--- src/rtl/load_store_unit_if.sv ---
// -----------------------------------------------------------------------------
// load_store_unit_if
//
// Purpose: groups the request/response handshake of the load/store unit and
// its port towards the downstream data memory into one bundle.
//
// Signals:
//   req_valid      requester -> LSU  access request present
//   req_ready      LSU -> requester  unit idle, request accepted on valid & ready
//   req_store      requester -> LSU  1 = store, 0 = load
//   req_size       requester -> LSU  00 byte, 01 half, 10 word, 11 doubleword
//   req_unsigned   requester -> LSU  load zero-extends when 1, sign-extends when 0
//   req_addr       requester -> LSU  byte address, little-endian
//   req_wdata      requester -> LSU  store data, valid bits in the LSBs
//   resp_valid     LSU -> requester  one-cycle completion pulse
//   resp_rdata     LSU -> requester  extended load data, 0 for stores
//   resp_err       LSU -> requester  misaligned access, qualified by resp_valid
//   mem_l          LSU -> memory     write enable
//   mem_address    LSU -> memory     doubleword index (byte address >> 3)
//   mem_write_data LSU -> memory     doubleword to write
//   mem_q          memory -> LSU     combinational read of mem_address
//
// Modports: slave = the load/store unit, master = requester plus memory model.
// -----------------------------------------------------------------------------
interface load_store_unit_if;
    logic        req_valid;
    logic        req_ready;
    logic        req_store;
    logic [1:0]  req_size;
    logic        req_unsigned;
    logic [63:0] req_addr;
    logic [63:0] req_wdata;
    logic        resp_valid;
    logic [63:0] resp_rdata;
    logic        resp_err;
    logic        mem_l;
    logic [63:0] mem_address;
    logic [63:0] mem_write_data;
    logic [63:0] mem_q;

    modport slave (
        input  req_valid, req_store, req_size, req_unsigned, req_addr, req_wdata,
        input  mem_q,
        output req_ready, resp_valid, resp_rdata, resp_err,
        output mem_l, mem_address, mem_write_data
    );

    modport master (
        output req_valid, req_store, req_size, req_unsigned, req_addr, req_wdata,
        output mem_q,
        input  req_ready, resp_valid, resp_rdata, resp_err,
        input  mem_l, mem_address, mem_write_data
    );
endinterface

--- src/rtl/load_store_unit.sv ---
// -----------------------------------------------------------------------------
// load_store_unit
//
// Purpose: executes one byte/half/word/doubleword load or store at a time
// against a doubleword-wide data memory with a combinational read port.
// Sub-doubleword stores are done as read-modify-write. Loads are extracted
// from the addressed bytes and zero- or sign-extended to 64 bits.
//
// Ports:
//   clk  input   single clock, all state changes on the rising edge
//   rst  input   asynchronous, active-high reset
//   bus  load_store_unit_if.slave  request/response handshake + memory port
//
// Configuration macro:
//   LSU_ALIGN_CHECK_EN  when defined, accesses whose address is not a multiple
//                       of the access size complete immediately with resp_err
//                       and never touch memory. When undefined, the byte
//                       offset is forced down to size alignment and the
//                       access proceeds normally; resp_err is always 0.
//
// Latency from acceptance to resp_valid: misaligned 1, load 2,
// doubleword store 2, sub-word store 3 cycles.
// -----------------------------------------------------------------------------
module load_store_unit (
    input  logic                     clk,
    input  logic                     rst,
    load_store_unit_if.slave         bus
);

    typedef enum logic [1:0] {
        S_IDLE  = 2'd0,
        S_READ  = 2'd1,
        S_WRITE = 2'd2,
        S_RESP  = 2'd3
    } state_e;

    localparam logic [1:0] SIZE_BYTE  = 2'b00;
    localparam logic [1:0] SIZE_HALF  = 2'b01;
    localparam logic [1:0] SIZE_WORD  = 2'b10;
    localparam logic [1:0] SIZE_DWORD = 2'b11;

    // -------------------------------------------------------------------------
    // Helpers
    // -------------------------------------------------------------------------

    // Offset bits that survive size alignment.
    function automatic logic [2:0] align_mask(input logic [1:0] size);
        case (size)
            SIZE_BYTE: return 3'b111;
            SIZE_HALF: return 3'b110;
            SIZE_WORD: return 3'b100;
            default:   return 3'b000;
        endcase
    endfunction

`ifdef LSU_ALIGN_CHECK_EN
    // Byte accesses can never be misaligned.
    function automatic logic is_misaligned(input logic [1:0] size, input logic [2:0] off);
        case (size)
            SIZE_BYTE: return 1'b0;
            SIZE_HALF: return off[0];
            SIZE_WORD: return |off[1:0];
            default:   return |off;
        endcase
    endfunction
`endif

    // Bit mask covering the target bytes within the doubleword.
    function automatic logic [63:0] lane_mask(input logic [1:0] size, input logic [2:0] off);
        logic [63:0] m;
        case (size)
            SIZE_BYTE: m = 64'h0000_0000_0000_00FF;
            SIZE_HALF: m = 64'h0000_0000_0000_FFFF;
            SIZE_WORD: m = 64'h0000_0000_FFFF_FFFF;
            default:   m = '1;
        endcase
        return m << {off, 3'b000};
    endfunction

    // Pick the addressed bytes out of the doubleword and extend to 64 bits.
    function automatic logic [63:0] extract(input logic [63:0] q, input logic [1:0] size,
                                            input logic [2:0] off, input logic uns);
        logic [63:0] s;
        s = q >> {off, 3'b000};
        case (size)
            SIZE_BYTE: return uns ? {56'd0, s[7:0]}  : {{56{s[7]}},  s[7:0]};
            SIZE_HALF: return uns ? {48'd0, s[15:0]} : {{48{s[15]}}, s[15:0]};
            SIZE_WORD: return uns ? {32'd0, s[31:0]} : {{32{s[31]}}, s[31:0]};
            default:   return q;
        endcase
    endfunction

    // Replace the target bytes of the captured doubleword with store data.
    function automatic logic [63:0] merge(input logic [63:0] q, input logic [63:0] wdata,
                                          input logic [1:0] size, input logic [2:0] off);
        logic [63:0] m;
        m = lane_mask(size, off);
        return (q & ~m) | ((wdata << {off, 3'b000}) & m);
    endfunction

    // -------------------------------------------------------------------------
    // State
    // -------------------------------------------------------------------------
    state_e      state_q,          state_d;
    logic        store_q,          store_d;
    logic [1:0]  size_q,           size_d;
    logic        unsigned_q,       unsigned_d;
    logic [2:0]  off_q,            off_d;
    logic [63:0] wdata_q,          wdata_d;
    logic [63:0] rdata_q,          rdata_d;
    logic        err_q,            err_d;
    logic [63:0] mem_address_q,    mem_address_d;
    logic [63:0] mem_write_data_q, mem_write_data_d;

    logic        misaligned;
    logic [2:0]  req_off;

`ifdef LSU_ALIGN_CHECK_EN
    assign misaligned = is_misaligned(bus.req_size, bus.req_addr[2:0]);
`else
    assign misaligned = 1'b0;
`endif

    // Aligned requests are unaffected; misaligned ones (only reachable when the
    // check is disabled) get their offset rounded down to the access size.
    assign req_off = bus.req_addr[2:0] & align_mask(bus.req_size);

    // -------------------------------------------------------------------------
    // Next-state logic
    // -------------------------------------------------------------------------
    // NOTE: every _d gets its hold value before the case statement, so no path
    // leaves a signal unassigned and no latch is inferred.
    always_comb begin
        state_d          = state_q;
        store_d          = store_q;
        size_d           = size_q;
        unsigned_d       = unsigned_q;
        off_d            = off_q;
        wdata_d          = wdata_q;
        rdata_d          = rdata_q;
        err_d            = err_q;
        mem_address_d    = mem_address_q;
        mem_write_data_d = mem_write_data_q;

        case (state_q)
            S_IDLE: begin
                if (bus.req_valid) begin
                    store_d    = bus.req_store;
                    size_d     = bus.req_size;
                    unsigned_d = bus.req_unsigned;
                    off_d      = req_off;
                    wdata_d    = bus.req_wdata;
                    rdata_d    = '0;
                    err_d      = misaligned;
                    if (misaligned) begin
                        // No memory access: memory-side registers keep their values.
                        state_d = S_RESP;
                    end else begin
                        mem_address_d = {3'b000, bus.req_addr[63:3]};
                        if (bus.req_store && (bus.req_size == SIZE_DWORD)) begin
                            mem_write_data_d = bus.req_wdata;
                            state_d          = S_WRITE;
                        end else begin
                            // Loads and sub-word stores both need the current doubleword.
                            state_d = S_READ;
                        end
                    end
                end
            end

            S_READ: begin
                if (store_q) begin
                    mem_write_data_d = merge(bus.mem_q, wdata_q, size_q, off_q);
                    state_d          = S_WRITE;
                end else begin
                    rdata_d = extract(bus.mem_q, size_q, off_q, unsigned_q);
                    state_d = S_RESP;
                end
            end

            S_WRITE: state_d = S_RESP;

            S_RESP:  state_d = S_IDLE;

            default: state_d = S_IDLE;
        endcase
    end

    // -------------------------------------------------------------------------
    // Registers
    // -------------------------------------------------------------------------
    // NOTE: sequential state uses non-blocking assignments only, so every flop
    // samples the pre-edge values computed by the combinational block above.
    always_ff @(posedge clk or posedge rst) begin
        if (rst) begin
            state_q          <= S_IDLE;
            store_q          <= 1'b0;
            size_q           <= SIZE_BYTE;
            unsigned_q       <= 1'b0;
            off_q            <= '0;
            wdata_q          <= '0;
            rdata_q          <= '0;
            err_q            <= 1'b0;
            mem_address_q    <= '0;
            mem_write_data_q <= '0;
        end else begin
            state_q          <= state_d;
            store_q          <= store_d;
            size_q           <= size_d;
            unsigned_q       <= unsigned_d;
            off_q            <= off_d;
            wdata_q          <= wdata_d;
            rdata_q          <= rdata_d;
            err_q            <= err_d;
            mem_address_q    <= mem_address_d;
            mem_write_data_q <= mem_write_data_d;
        end
    end

    // -------------------------------------------------------------------------
    // Outputs
    // -------------------------------------------------------------------------
    // Ready is gated by rst directly so it reads 0 throughout reset even
    // though the state register already sits in IDLE.
    assign bus.req_ready      = (state_q == S_IDLE) && !rst;

    // Decoded straight from the state register: the asynchronous reset drops
    // the write enable immediately, aborting a write in progress.
    assign bus.mem_l          = (state_q == S_WRITE);

    assign bus.resp_valid     = (state_q == S_RESP);
    assign bus.resp_rdata     = bus.resp_valid ? rdata_q : '0;
    // err_q is only ever set when the alignment check is compiled in.
    assign bus.resp_err       = bus.resp_valid & err_q;

    assign bus.mem_address    = mem_address_q;
    assign bus.mem_write_data = mem_write_data_q;

endmodule

--- src/flat_wrapper.sv ---
// flat-port wrapper written by rule: the top's interface ports become plain ports
module load_store_unit_flat 
  (clk, rst, bus_req_valid, bus_req_store, bus_req_size, bus_req_unsigned, bus_req_addr, bus_req_wdata, bus_mem_q, bus_req_ready, bus_resp_valid, bus_resp_rdata, bus_resp_err, bus_mem_l, bus_mem_address, bus_mem_write_data);
  load_store_unit_if bus_i ();
  input  logic clk;
  input  logic rst;
  input wire logic [$bits(bus_i.req_valid)-1:0] bus_req_valid;
  input wire logic [$bits(bus_i.req_store)-1:0] bus_req_store;
  input wire logic [$bits(bus_i.req_size)-1:0] bus_req_size;
  input wire logic [$bits(bus_i.req_unsigned)-1:0] bus_req_unsigned;
  input wire logic [$bits(bus_i.req_addr)-1:0] bus_req_addr;
  input wire logic [$bits(bus_i.req_wdata)-1:0] bus_req_wdata;
  input wire logic [$bits(bus_i.mem_q)-1:0] bus_mem_q;
  output wire logic [$bits(bus_i.req_ready)-1:0] bus_req_ready;
  output wire logic [$bits(bus_i.resp_valid)-1:0] bus_resp_valid;
  output wire logic [$bits(bus_i.resp_rdata)-1:0] bus_resp_rdata;
  output wire logic [$bits(bus_i.resp_err)-1:0] bus_resp_err;
  output wire logic [$bits(bus_i.mem_l)-1:0] bus_mem_l;
  output wire logic [$bits(bus_i.mem_address)-1:0] bus_mem_address;
  output wire logic [$bits(bus_i.mem_write_data)-1:0] bus_mem_write_data;
  assign bus_i.req_valid = bus_req_valid;
  assign bus_i.req_store = bus_req_store;
  assign bus_i.req_size = bus_req_size;
  assign bus_i.req_unsigned = bus_req_unsigned;
  assign bus_i.req_addr = bus_req_addr;
  assign bus_i.req_wdata = bus_req_wdata;
  assign bus_i.mem_q = bus_mem_q;
  assign bus_req_ready = bus_i.req_ready;
  assign bus_resp_valid = bus_i.resp_valid;
  assign bus_resp_rdata = bus_i.resp_rdata;
  assign bus_resp_err = bus_i.resp_err;
  assign bus_mem_l = bus_i.mem_l;
  assign bus_mem_address = bus_i.mem_address;
  assign bus_mem_write_data = bus_i.mem_write_data;
  load_store_unit u_core (.clk(clk), .rst(rst), .bus(bus_i));
endmodule
--- config.mk ---
export PLATFORM = sky130hd
export DESIGN_NAME = load_store_unit_flat
export DESIGN_NICKNAME = d
export VERILOG_FILES = /design/src/rtl/load_store_unit_if.sv /design/src/rtl/load_store_unit.sv /design/src/flat_wrapper.sv
export SDC_FILE = /design/constraint.sdc
export NUM_CORES = 1
export LEC_CHECK = 0
export CAP_MARGIN = 20
export CORE_MARGIN = 2
export CORE_UTILIZATION = 50
export DETAILED_ROUTE_END_ITERATION = 7
export PLACE_DENSITY = 0.82
export SYNTH_ARGS = -nofsm -noshare
export SYNTH_HDL_FRONTEND = slang
export SYNTH_SLANG_ARGS = --single-unit
--- constraint.sdc ---
create_clock -name clk -period 10.35 [get_ports clk]
set_clock_uncertainty 0.1 [all_clocks]
set_input_delay 2.07 -clock clk [delete_from_list [all_inputs] [get_ports clk]]
set_output_delay 2.07 -clock clk [all_outputs]
set_load 0.02 [all_outputs]
---- After elaboration in Yosys (flattened, before gate mapping) ----
Index checks and enable logic that the tools add are counted.
storage, ports and cells
  register bits after elaboration ......... 262
  input port bits ......................... 199
  output and inout port bits .............. 196
  logic and storage cells ................. 59
cells by class
  eq/ne operators ......................... 12
  shift operators ......................... 3
  mux-type cells .......................... 20
  bitwise operators ....................... 5
  reductions and logical operators ........ 10
operators with widths
  cell                                                                   number
  64-bit 2-to-1 mux                                                      11
  64-bit case mux with 3 select lines                                    2
  64-bit case mux with 2 select lines                                    2
  64-bit bitwise AND                                                     2
  64-bit by 6-bit << shifter with 64-bit output                          2
  64-bit NOT                                                             1
  64-bit bitwise OR                                                      1
  64-bit by 6-bit >> shifter with 32-bit output                          1
  2-bit equality test, second input constant                             5
  3-bit case mux with 3 select lines                                     1
  2-bit case mux with 4 select lines                                     1
  2-bit by 1-bit equality test with 1-bit output, second input constant  3
  2-bit logical NOT                                                      3
  2-bit 2-to-1 mux                                                       2
  2-bit by 1-bit != test with 1-bit output, second input constant        2
  2-bit != test, second input constant                                   2
  4-bit AND reduction                                                    1
  3-bit bitwise AND                                                      1
  3-bit AND reduction                                                    1
  1-bit logical AND                                                      2
  2-bit AND reduction                                                    1
  2-bit nonzero test                                                     1
  1-bit logical NOT                                                      1
  1-bit 2-to-1 mux                                                       1

---- Longest topological paths before layout ----
Gate-level depths: netlist of run 1.
  depth after elaboration ................. 10
  mapped depth ............................ 10
  gate-level depth less buffers ........... 7

---- Worst setup path before layout of run 1 ----
OpenSTA, ideal clock, no wires.
  kind .................................... input to output
  from .................................... input rst
  to ...................................... output bus_req_ready
  data arrival time ....................... 2374 ps
  required time ........................... 8180 ps
  setup slack ............................. 5806 ps
  stages .................................. 1
  buffers on the path ..................... 0
  cell sequence ........................... nor2b_1
on the way
  cells in the longest elaborated chain, start to end .. 2
RTL lines
  element                      RTL line                RTL
  start, declared              flat_wrapper.sv:6       input logic rst;
  1-bit logical NOT (no line)  --
  1-bit logical AND            load_store_unit.sv:225  assign bus.req_ready = (state_q == S_IDLE) && !rst;
  end, declared                flat_wrapper.sv:14      output wire logic [$bits(bus_i.req_ready)-1:0] bus_req_ready;
No other way between the ends.

---- Final worst setup path of run 1 ----
Same ends and word-level chain as after synthesis.

==> flow_summary.ini, run 1 <==
[status]
status = finished clean

[yosys]
ys_ff_latch = 262
syn_area_mm2 = 0.01533
synth_area_leaders = dfrtp_1 (43%), mux2_2 (12%), mux2i_1 (7.4%)
seq_area_frac_synth = 0.4276
synthFlopType = dfrtp_1
yosys.area.top_type = dfrtp_1
ys_types = 62
syn_area_per_cell_um2 = 10.69
ys_warn_count = 0
async_flop_share = 1.000
synth_edf_count = 0
synthCells = 1435
yosysTopAreaCellShare = 0.4276

[grt]
grtUsageTotal = 0.3422
antenna_found_initial = 2
grt_pass1_wl_um = 82150
grt_max_degree = 160
grt_overflow = 0
grt_pass1_vias = 13290

[worst_setup_path]
crit_arrival_ns = 3.38
path_max_fanout = 2
worstSetupStartpointType = input pin
ff2ff_setup_slack_ns = 6.25
path_buf_inv = 2
cp_slowest_stage_delay_ns = 0.63
cp_top_family = buffers and inverters
crit_path_cell_trace = clkdlybuf4s50_1 > nor2b_1 > clkdlybuf4s50_1
critPathSlowestCell = clkdlybuf4s50_1
crit_required_ns = 8.18
crit_path_frequent_cell = clkdlybuf4s50_1
critPathCaptureType = output port
critical_path_class = input pin to output port

[timing]
hold_violations = 0
drv_slew = 0
fin_tns_setup_ns = 0
tightestPinTransition_ns = 1.163
setup_viol = 0
rsz0062_at_grt = no
min_period_ns = 5.549
clock.fmax_ghz = 0.1802
fin_crit_sh = 0.5361
relSlewSlack = 0.2245

[power_and_ir_drop]
seqPwrFrac = 0.285
leakage_nw = 8.248
fin_total_pwr_mw = 6.848
power.share.combinational = 0.571
swShare = 0.4459
p_sw_mw = 3.053
ir_drop_v = 0.0002359
p_int_mw = 3.794
p_per_area_mw_per_mm2 = 340.2
clock_power_share = 0.144

[floorplan]
core_mm2 = 0.03043
start_util = 0.5039
io_pins = 395
die_height_um = 179.1
die_area_mm2 = 0.03208
fp.dieW_um = 179.1
rows = 64

[route]
vias = 13460
viasPerCell = 6.254
ant_nets = 0
drt_first_iter_violations = 1586
wl_per_cell_um = 25.73
drc_errors = 0
totalWireLength_um = 55400
first_pass_iters = 5

[place]
numPortBuffers = 390
gp_congestion = 0.9363
placed_cells = 2101
hpwl_um = 40310

[clocking]
postCtsSetupRepairBufs = 0
cts_tree = built
insertion_delay_ns = 0.57
cts_sinks = 262
clockBufferDepth = 3
root_buffer = clkbuf_16
htreeDepth = 1
clkTransAtPathRegs_ns = 0.06
cts_buffers = 28
postCtsHoldBufs = 0
post_cts_resized = 0

[final_layout]
nets = 1939
post-route-util = 0.6616
regArea_mm2 = 0.006565
multi_input_area_mm2 = 0.008094
area_growth_pct = 31.29
fillCellCount = 2345
fin_cells = 2153
drive_gt1_frac = 0.1800

[min_path]
hp-class = flop to flop

[job]
max_cap_violations = 0
-- worst paths after layout --
check                      depth (start not counted)                       endpoint                from
hold reg to reg                                    2             u_core.rdata_q[52]  u_core.rdata_q[52]
max in group asynchronous                          3  u_core.bus.mem_write_data[49]                 rst
setup reg to reg                                   5             u_core.rdata_q[62]     u_core.off_q[0]
setup / recovery                                   3                  bus_req_ready                 rst
min in group asynchronous                          2     u_core.bus.mem_address[59]                 rst
hold / removal                                     2             u_core.rdata_q[52]  u_core.rdata_q[52]
-- layout make-up --
class,count,area share
Tap cell,396,0.02461
Multi-Input combinational cell,1028,0.4021
Sequential cell,262,0.3261
Inverter,13,0.002797
Timing Repair Buffer,403,0.2000
Clock inverter,13,0.006278
Antenna cell,1,0.0001243
Clock buffer,37,0.03798
-- worst reg2reg max path: stages (launching register included) --
cell	delay, ns
dfrtp_4	1.03
nor2b_2	0.95
a221o_1	0.32
nand4_1	0.65
and4_4	0.68
o21ai_0	0.28
-- through the flow --
| step | instance area, µm² | hold slack [ns] | setup WS, ns |
|---|---|---|---|
| finish | 20130 | 0.3699 | 4.801 |
| global route | 20130 | 0.3860 | 4.758 |
| CTS | 20110 | 0.3729 | 4.800 |
| detailed placement | 19220 | 0.3595 | 4.804 |
| global placement | 19220 | 0.3529 | 4.819 |
| floorplan | 15340 | 0.3410 | 0.9681 |
-- flip-flops by register name, summed over array words and instances (netlist names) --
signal                     flops
u_core.bus.mem_address        61
u_core.bus.mem_write_data     64
u_core.off_q                   3
u_core.rdata_q                64
u_core.size_q                  2
u_core.state_q                 2
u_core.store_q                 1
u_core.unsigned_q              1
u_core.wdata_q                64
-- power by group through the flow --
stage	registers (mW)	logic, mW	clock network [mW]
after global routing	2.00	4.17	1.03
after global placement	1.92	3.76	0
after CTS	1.93	3.87	0.993
after floorplan	2.04	2.42	0
final	1.95	3.91	0.985
after detailed placement	1.95	3.84	0
-- synth_stat cells, drive strengths merged (2+ instances only) --
cell type	instances
clkbuf	70
nand4	16
a21oi	72
nor2b	14
a31oi	9
nor2	58
a22oi	16
a2bb2oi	11
mux2	161
nor3	3
o211ai	16
a22o	23
a221oi	13
dfrtp	262
mux4	36
nand3	5
mux2i	113
nand2b	4
a21o	17
ha	4
inv	12
and3	3
o22ai	2
a211oi	20
o21a	15
or2	2
nand2	126
o22a	2
o21ai	148
o2bb2ai	15
a221o	3
a211o	8
and2	66
buf	65
a31o	13
-- kinds of logic (layout without fill, tap and decap cells) --
| group | Yosys count | after routing | share of synthesized area |
|---|---|---|---|
| muxes | 310 | 310 | 0.2449 |
| DFF | 262 | 262 | 0.4276 |
| other | 1 | 5 | 0.0002446 |
| buffers and inverters | 148 | 466 | 0.04822 |
| adders and majority gates | 4 | 4 | 0.003264 |
| and+or+nand+nor | 301 | 301 | 0.09335 |
| AOI/OAI and AO/OA | 409 | 409 | 0.1825 |
-- cells in the final DEF (no fill, tap or decap), types with 28 or more instances in the layout --
| cell type | Yosys | final |
|---|---|---|
| and2_1 | 66 | 66 |
| clkdlybuf4s50_1 | 0 | 390 |
| o21ai_2 | 31 | 31 |
| o21ai_0 | 103 | 103 |
| mux4_2 | 36 | 36 |
| nand2_1 | 126 | 124 |
| nor2_1 | 58 | 58 |
| a21oi_1 | 70 | 70 |
| mux2i_1 | 113 | 113 |
| dfrtp_1 | 262 | 259 |
| mux2_2 | 158 | 158 |
| clkbuf_16 | 0 | 28 |
-- layer usage --
layer / share of wire / global-route usage / wire length, µm / vias up
met5: 0.00023 / 0 / 13 / -
met4: 0.047 / 0.1337 / 2629 / 2
met3: 0.097 / 0.07740 / 5395 / 146
met2: 0.48 / 0.5755 / 26720 / 800
met1: 0.37 / 0.4290 / 20640 / 6648
li1: - / - / - / 5868
No activity file was read; power rests on OpenSTA's default activity.
==> run 2, diff against run 1 <==
==> constraint.sdc (replaced) <==
create_clock -name clk -period 5.4 [get_ports clk]
set_clock_uncertainty 0.1 [all_clocks]
set_input_delay 1.08 -clock clk [delete_from_list [all_inputs] [get_ports clk]]
set_output_delay 1.08 -clock clk [all_outputs]
set_load 0.02 [all_outputs]
==> flow_summary.ini, run 2 (synthesis results as in run 1) <==
[floorplan]
start_util = 0.5039
die_height_um = 179.1
rows = 64
io_pins = 395
fp.dieW_um = 179.1
die_area_mm2 = 0.03208
core_mm2 = 0.03043

[timing]
setup_ws_ns = 1.526
clock.fmax_ghz = 0.2581
drv_slew = 0
fin_tns_setup_ns = 0
rsz0062_at_grt = no
relSlewSlack = 0.3330
hold_violations = 0
setup_viol = 0
min_period_ns = 3.874
fin_crit_sh = 0.7174
tightestPinTransition_ns = 1.000

[route]
drc_errors = 0
totalWireLength_um = 55280
wl_per_cell_um = 25.57
ant_nets = 0
vias = 13560
drt_first_iter_violations = 1546
first_pass_iters = 7
viasPerCell = 6.273

[grt]
grt_pass1_vias = 13360
grt_pass1_wl_um = 81000
antenna_found_initial = 3
grtUsageTotal = 0.3369
grt_max_degree = 121
grt_overflow = 0

[power_and_ir_drop]
clock_power_share = 0.150
p_per_area_mw_per_mm2 = 654.7
p_int_mw = 7.388
swShare = 0.4425
ir_drop_v = 0.0004311
seqPwrFrac = 0.285
fin_total_pwr_mw = 13.25
p_sw_mw = 5.863
leakage_nw = 8.313
power.share.combinational = 0.565

[clocking]
postCtsHoldBufs = 0
clkTransAtPathRegs_ns = 0.06
root_buffer = clkbuf_16
clockBufferDepth = 3
cts_buffers = 28
cts_tree = built
cts_sinks = 262
postCtsSetupRepairBufs = 0
htreeDepth = 1
insertion_delay_ns = 0.57
post_cts_resized = 0

[worst_setup_path]
worstSetupStartpointType = flop
ff2ff_setup_slack_ns = 1.61
reg2reg_from = u_core.off_q[0]
reg2reg_to = u_core.rdata_q[63]
critPathCaptureType = output port
critical_path_class = flop to output port
path_max_fanout = 65
crit_arrival_ns = 2.69
crit_required_ns = 4.22
reg2reg_depth = 5

[final_layout]
final_area_mm2 = 0.02024
drive_gt1_frac = 0.1850
nets = 1947
area_growth_pct = 31.99
fillCellCount = 2338
mostFrequentLayoutCells = clkdlybuf4s50_1 (390), dfrtp_1 (259), mux2_2 (158)
final_common_cell = clkdlybuf4s50_1

[place]
post-place-ws_ns = 1.310
numPortBuffers = 390
gp_congestion = 1.020
placed_cell_area_mm2 = 0.01928
hpwl_um = 40730

[min_path]
holdPathStages = 1
hp-class = flop to flop
hold_start = u_core.rdata_q[9]
hold_end = u_core.rdata_q[9]

[job]
max_cap_violations = 0

[status]
status = finished clean
-- run 2: cell types whose count changed in the layout (fill, tap and decap cells not counted), moves of 2 or more --
cell       before  now
diode_2         1    4
bufinv_16       1    3
clkbuf_1        6    2
buf_4          11   19
clkbuf_8        3    5
ha_2            0    2
-- run 2: routing by layer --
metal	routed length [µm]	up-vias	track usage
li1	-	5872	-
met5	0	-	0
met3	5893	176	0.08079
met2	25980	914	0.5593
met1	20380	6600	0.4161
met4	3015	0	0.1556
-- run 2: critical path: stages, from the launching register on --
cell and delay [ns]:
dfrtp_1 0.40, ha_2 0.79, and2_1 0.26, clkdlybuf4s50_1 0.62
-- run 2: power by group through the flow --
stage	combinational (mW)	sequential, mW	clock (mW)
after floorplan	4.64	3.91	0
after global placement	7.27	3.71	0
after detailed placement	7.37	3.76	0
after CTS	7.42	3.74	2.00
after global routing	8.00	3.86	2.07
final	7.49	3.78	1.99
-- run 2: area by class of cell --
type	instances	area (µm²)	area share
multi-input combinational	1028	8084	0.3994
sequential	262	6565	0.3244
timing repair buffer	411	4086	0.2019
clock buffer	35	777.0	0.03839
tap	396	495.5	0.02448
clock inverter	13	167.7	0.008284
inverter	13	52.55	0.002597
antenna	4	10.01	0.0004946
-- run 2: worst max-delay path by stage --
stage	startpoint	end	slack, ns
6_report	u_core.state_q[0]	bus_resp_rdata[11]	1.53
5_1_grt	u_core.state_q[1]	bus_resp_rdata[60]	1.34
4_1_cts	u_core.state_q[0]	bus_resp_rdata[11]	1.49
3_5_place_dp	bus_mem_q[63]	u_core.rdata_q[63]	1.31
3_3_place_gp	bus_mem_q[63]	u_core.rdata_q[62]	1.33
2_1_floorplan	rst	u_core.bus.mem_address[0]	0.76
-- run 2: metrics by stage --
stage / cells / hold WS (ns) / utilization
floorplan: 1438 / 0.3410 / -
global placement: 2110 / 0.3533 / 0.6337
detailed placement: 2110 / 0.3575 / 0.6337
CTS: 2158 / 0.3700 / 0.6648
global route: 2161 / 0.3808 / 0.6650
finish: 2162 / 0.3711 / 0.6651
==> run 3, diff against run 2 <==
==> constraint.sdc (replaced) <==
create_clock -name clk -period 3.9 [get_ports clk]
set_clock_uncertainty 0.1 [all_clocks]
set_input_delay 0.78 -clock clk [delete_from_list [all_inputs] [get_ports clk]]
set_output_delay 0.78 -clock clk [all_outputs]
set_load 0.02 [all_outputs]
==> flow_summary.ini, run 3 (synthesis results as in run 1) <==
[status]
status = finished clean

[worst_setup_path]
path_max_fanout = 65
cp_top_family = adder cells
critical_path_class = flop to output port
path_buf_inv = 1
critPathCaptureType = output port
cp_slowest_stage_delay_ns = 0.79
crit_required_ns = 3.02
critPathSlowestCell = ha_2
crit_path_cell_trace = ha_2 > and2_1 > clkdlybuf4s50_1
startpoint = u_core.state_q[1]
reg2reg_from = u_core.off_q[1]
worstSetupStartpointType = flop
crit_arrival_ns = 2.67

[place]
gp_congestion = 0.9810
placed_cell_area_mm2 = 0.01943
hpwl_um = 41390
numPortBuffers = 390

[timing]
min_period_ns = 3.548
fin_crit_sh = 0.9097
drv_slew = 0
rsz0062_at_grt = no
tightestPinTransition_ns = 1.034
hold_slack_ns = 0.3704
relSlewSlack = 0.3108
fin_tns_setup_ns = 0
hold_violations = 0
setup_viol = 0
clock.fmax_ghz = 0.2819

[clocking]
postCtsSetupRepairBufs = 0
htreeDepth = 1
cts_sinks = 262
post_cts_resized = 0
insertion_delay_ns = 0.59
cts_tree = built
cts_buffers = 28
root_buffer = clkbuf_16
postCtsHoldBufs = 0
clkTransAtPathRegs_ns = 0.06
clockBufferDepth = 3

[job]
max_cap_violations = 0

[floorplan]
start_util = 0.5039
core_mm2 = 0.03043
die_height_um = 179.1
die_area_mm2 = 0.03208
fp.dieW_um = 179.1
io_pins = 395
rows = 64

[route]
drc_errors = 0
ant_nets = 0
drt_first_iter_violations = 1613
wl_per_cell_um = 25.74
totalWireLength_um = 56160
viasPerCell = 6.294
first_pass_iters = 6
vias = 13730

[final_layout]
final_area_mm2 = 0.02037
nets = 1962
multi_input_area_mm2 = 0.008084
regArea_mm2 = 0.006565
fillCellCount = 2345
area_growth_pct = 32.88
final_common_cell = clkdlybuf4s50_1
mostFrequentLayoutCells = clkdlybuf4s50_1 (390), dfrtp_1 (259), mux2_2 (158)
drive_gt1_frac = 0.1909

[grt]
grt_pass1_vias = 13530
antenna_found_initial = 5
grt_pass1_wl_um = 82920
grt_max_degree = 80
grtUsageTotal = 0.3460
grt_overflow = 0

[power_and_ir_drop]
power.share.combinational = 0.569
swShare = 0.4448
p_int_mw = 10.27
clock_power_share = 0.145
ir_drop_v = 0.0006866
seqPwrFrac = 0.286
leakage_nw = 8.383
p_per_area_mw_per_mm2 = 907.7
p_sw_mw = 8.226

[min_path]
hold_start = u_core.rdata_q[61]
hp-class = flop to flop
run 3: cell count changes in the layout (fill, tap and decap cells not counted), moves of 2 or more:
cell	delta
buf_12	+3
clkbuf_1	+5
clkbuf_8	+2
buf_4	+12
bufinv_16	-2
clkinv_2	-2
run 3: worst paths after layout:
kind                                                      end  slack (ns)  cells after the start
worst min-delay path                       u_core.rdata_q[61]        0.37                      2
worst min register to register             u_core.rdata_q[61]        0.37                      2
worst max register to register  u_core.bus.mem_write_data[31]        0.80                      6
min in group asynchronous                  u_core.wdata_q[16]        0.63                      2
max in group asynchronous       u_core.bus.mem_write_data[48]        2.20                      3
worst max-delay path                       bus_resp_rdata[60]        0.35                      3
run 3: tightest hold or removal path, delay by kind of cell (launching register included):
kind | cells | cell delay (ns)
DFF | 1 | 0.34
and+or+nand+nor | 1 | 0.06
AOI/OAI and AO/OA | 1 | 0.05
run 3: cell type report:
class / count / share of cell area
tap: 396 / 0.02432
timing repair buffer: 426 / 0.2079
inverter: 13 / 0.002579
sequential: 262 / 0.3222
multi-input combinational: 1028 / 0.3968
antenna: 5 / 0.0006141
clock buffer: 42 / 0.04041
clock inverter: 10 / 0.005158
run 3: per-layer routing:
layer / part of all wire / global-route usage / vias up
li1: - / - / 5926
met1: 0.36 / 0.4281 / 6722
met2: 0.47 / 0.5651 / 886
met3: 0.11 / 0.09097 / 197
met4: 0.056 / 0.1643 / 2
met5: 0.00023 / 0 / -
run 3: per-stage QoR:
step	power, mW	setup slack [ns]	cells	utilization
after CTS	18.33	0.3304	2177	0.6692
after global routing	19.43	0.1553	2181	0.6695
after floorplan	11.84	-0.4355	1438	-
after detailed placement	15.57	0.7062	2125	0.6387
after global placement	15.35	0.7427	2125	0.6387
final	18.49	0.3523	2182	0.6696
run 3: power by group through the flow:
| stage | registers [mW] | logic, mW | clock network (mW) |
|---|---|---|---|
| 2_1_floorplan | 5.41 | 6.43 | 0 |
| 3_3_place_gp | 5.20 | 10.2 | 0 |
| 3_5_place_dp | 5.25 | 10.3 | 0 |
| 4_1_cts | 5.23 | 10.4 | 2.70 |
| 5_1_grt | 5.40 | 11.2 | 2.82 |
| 6_report | 5.29 | 10.5 | 2.68 |
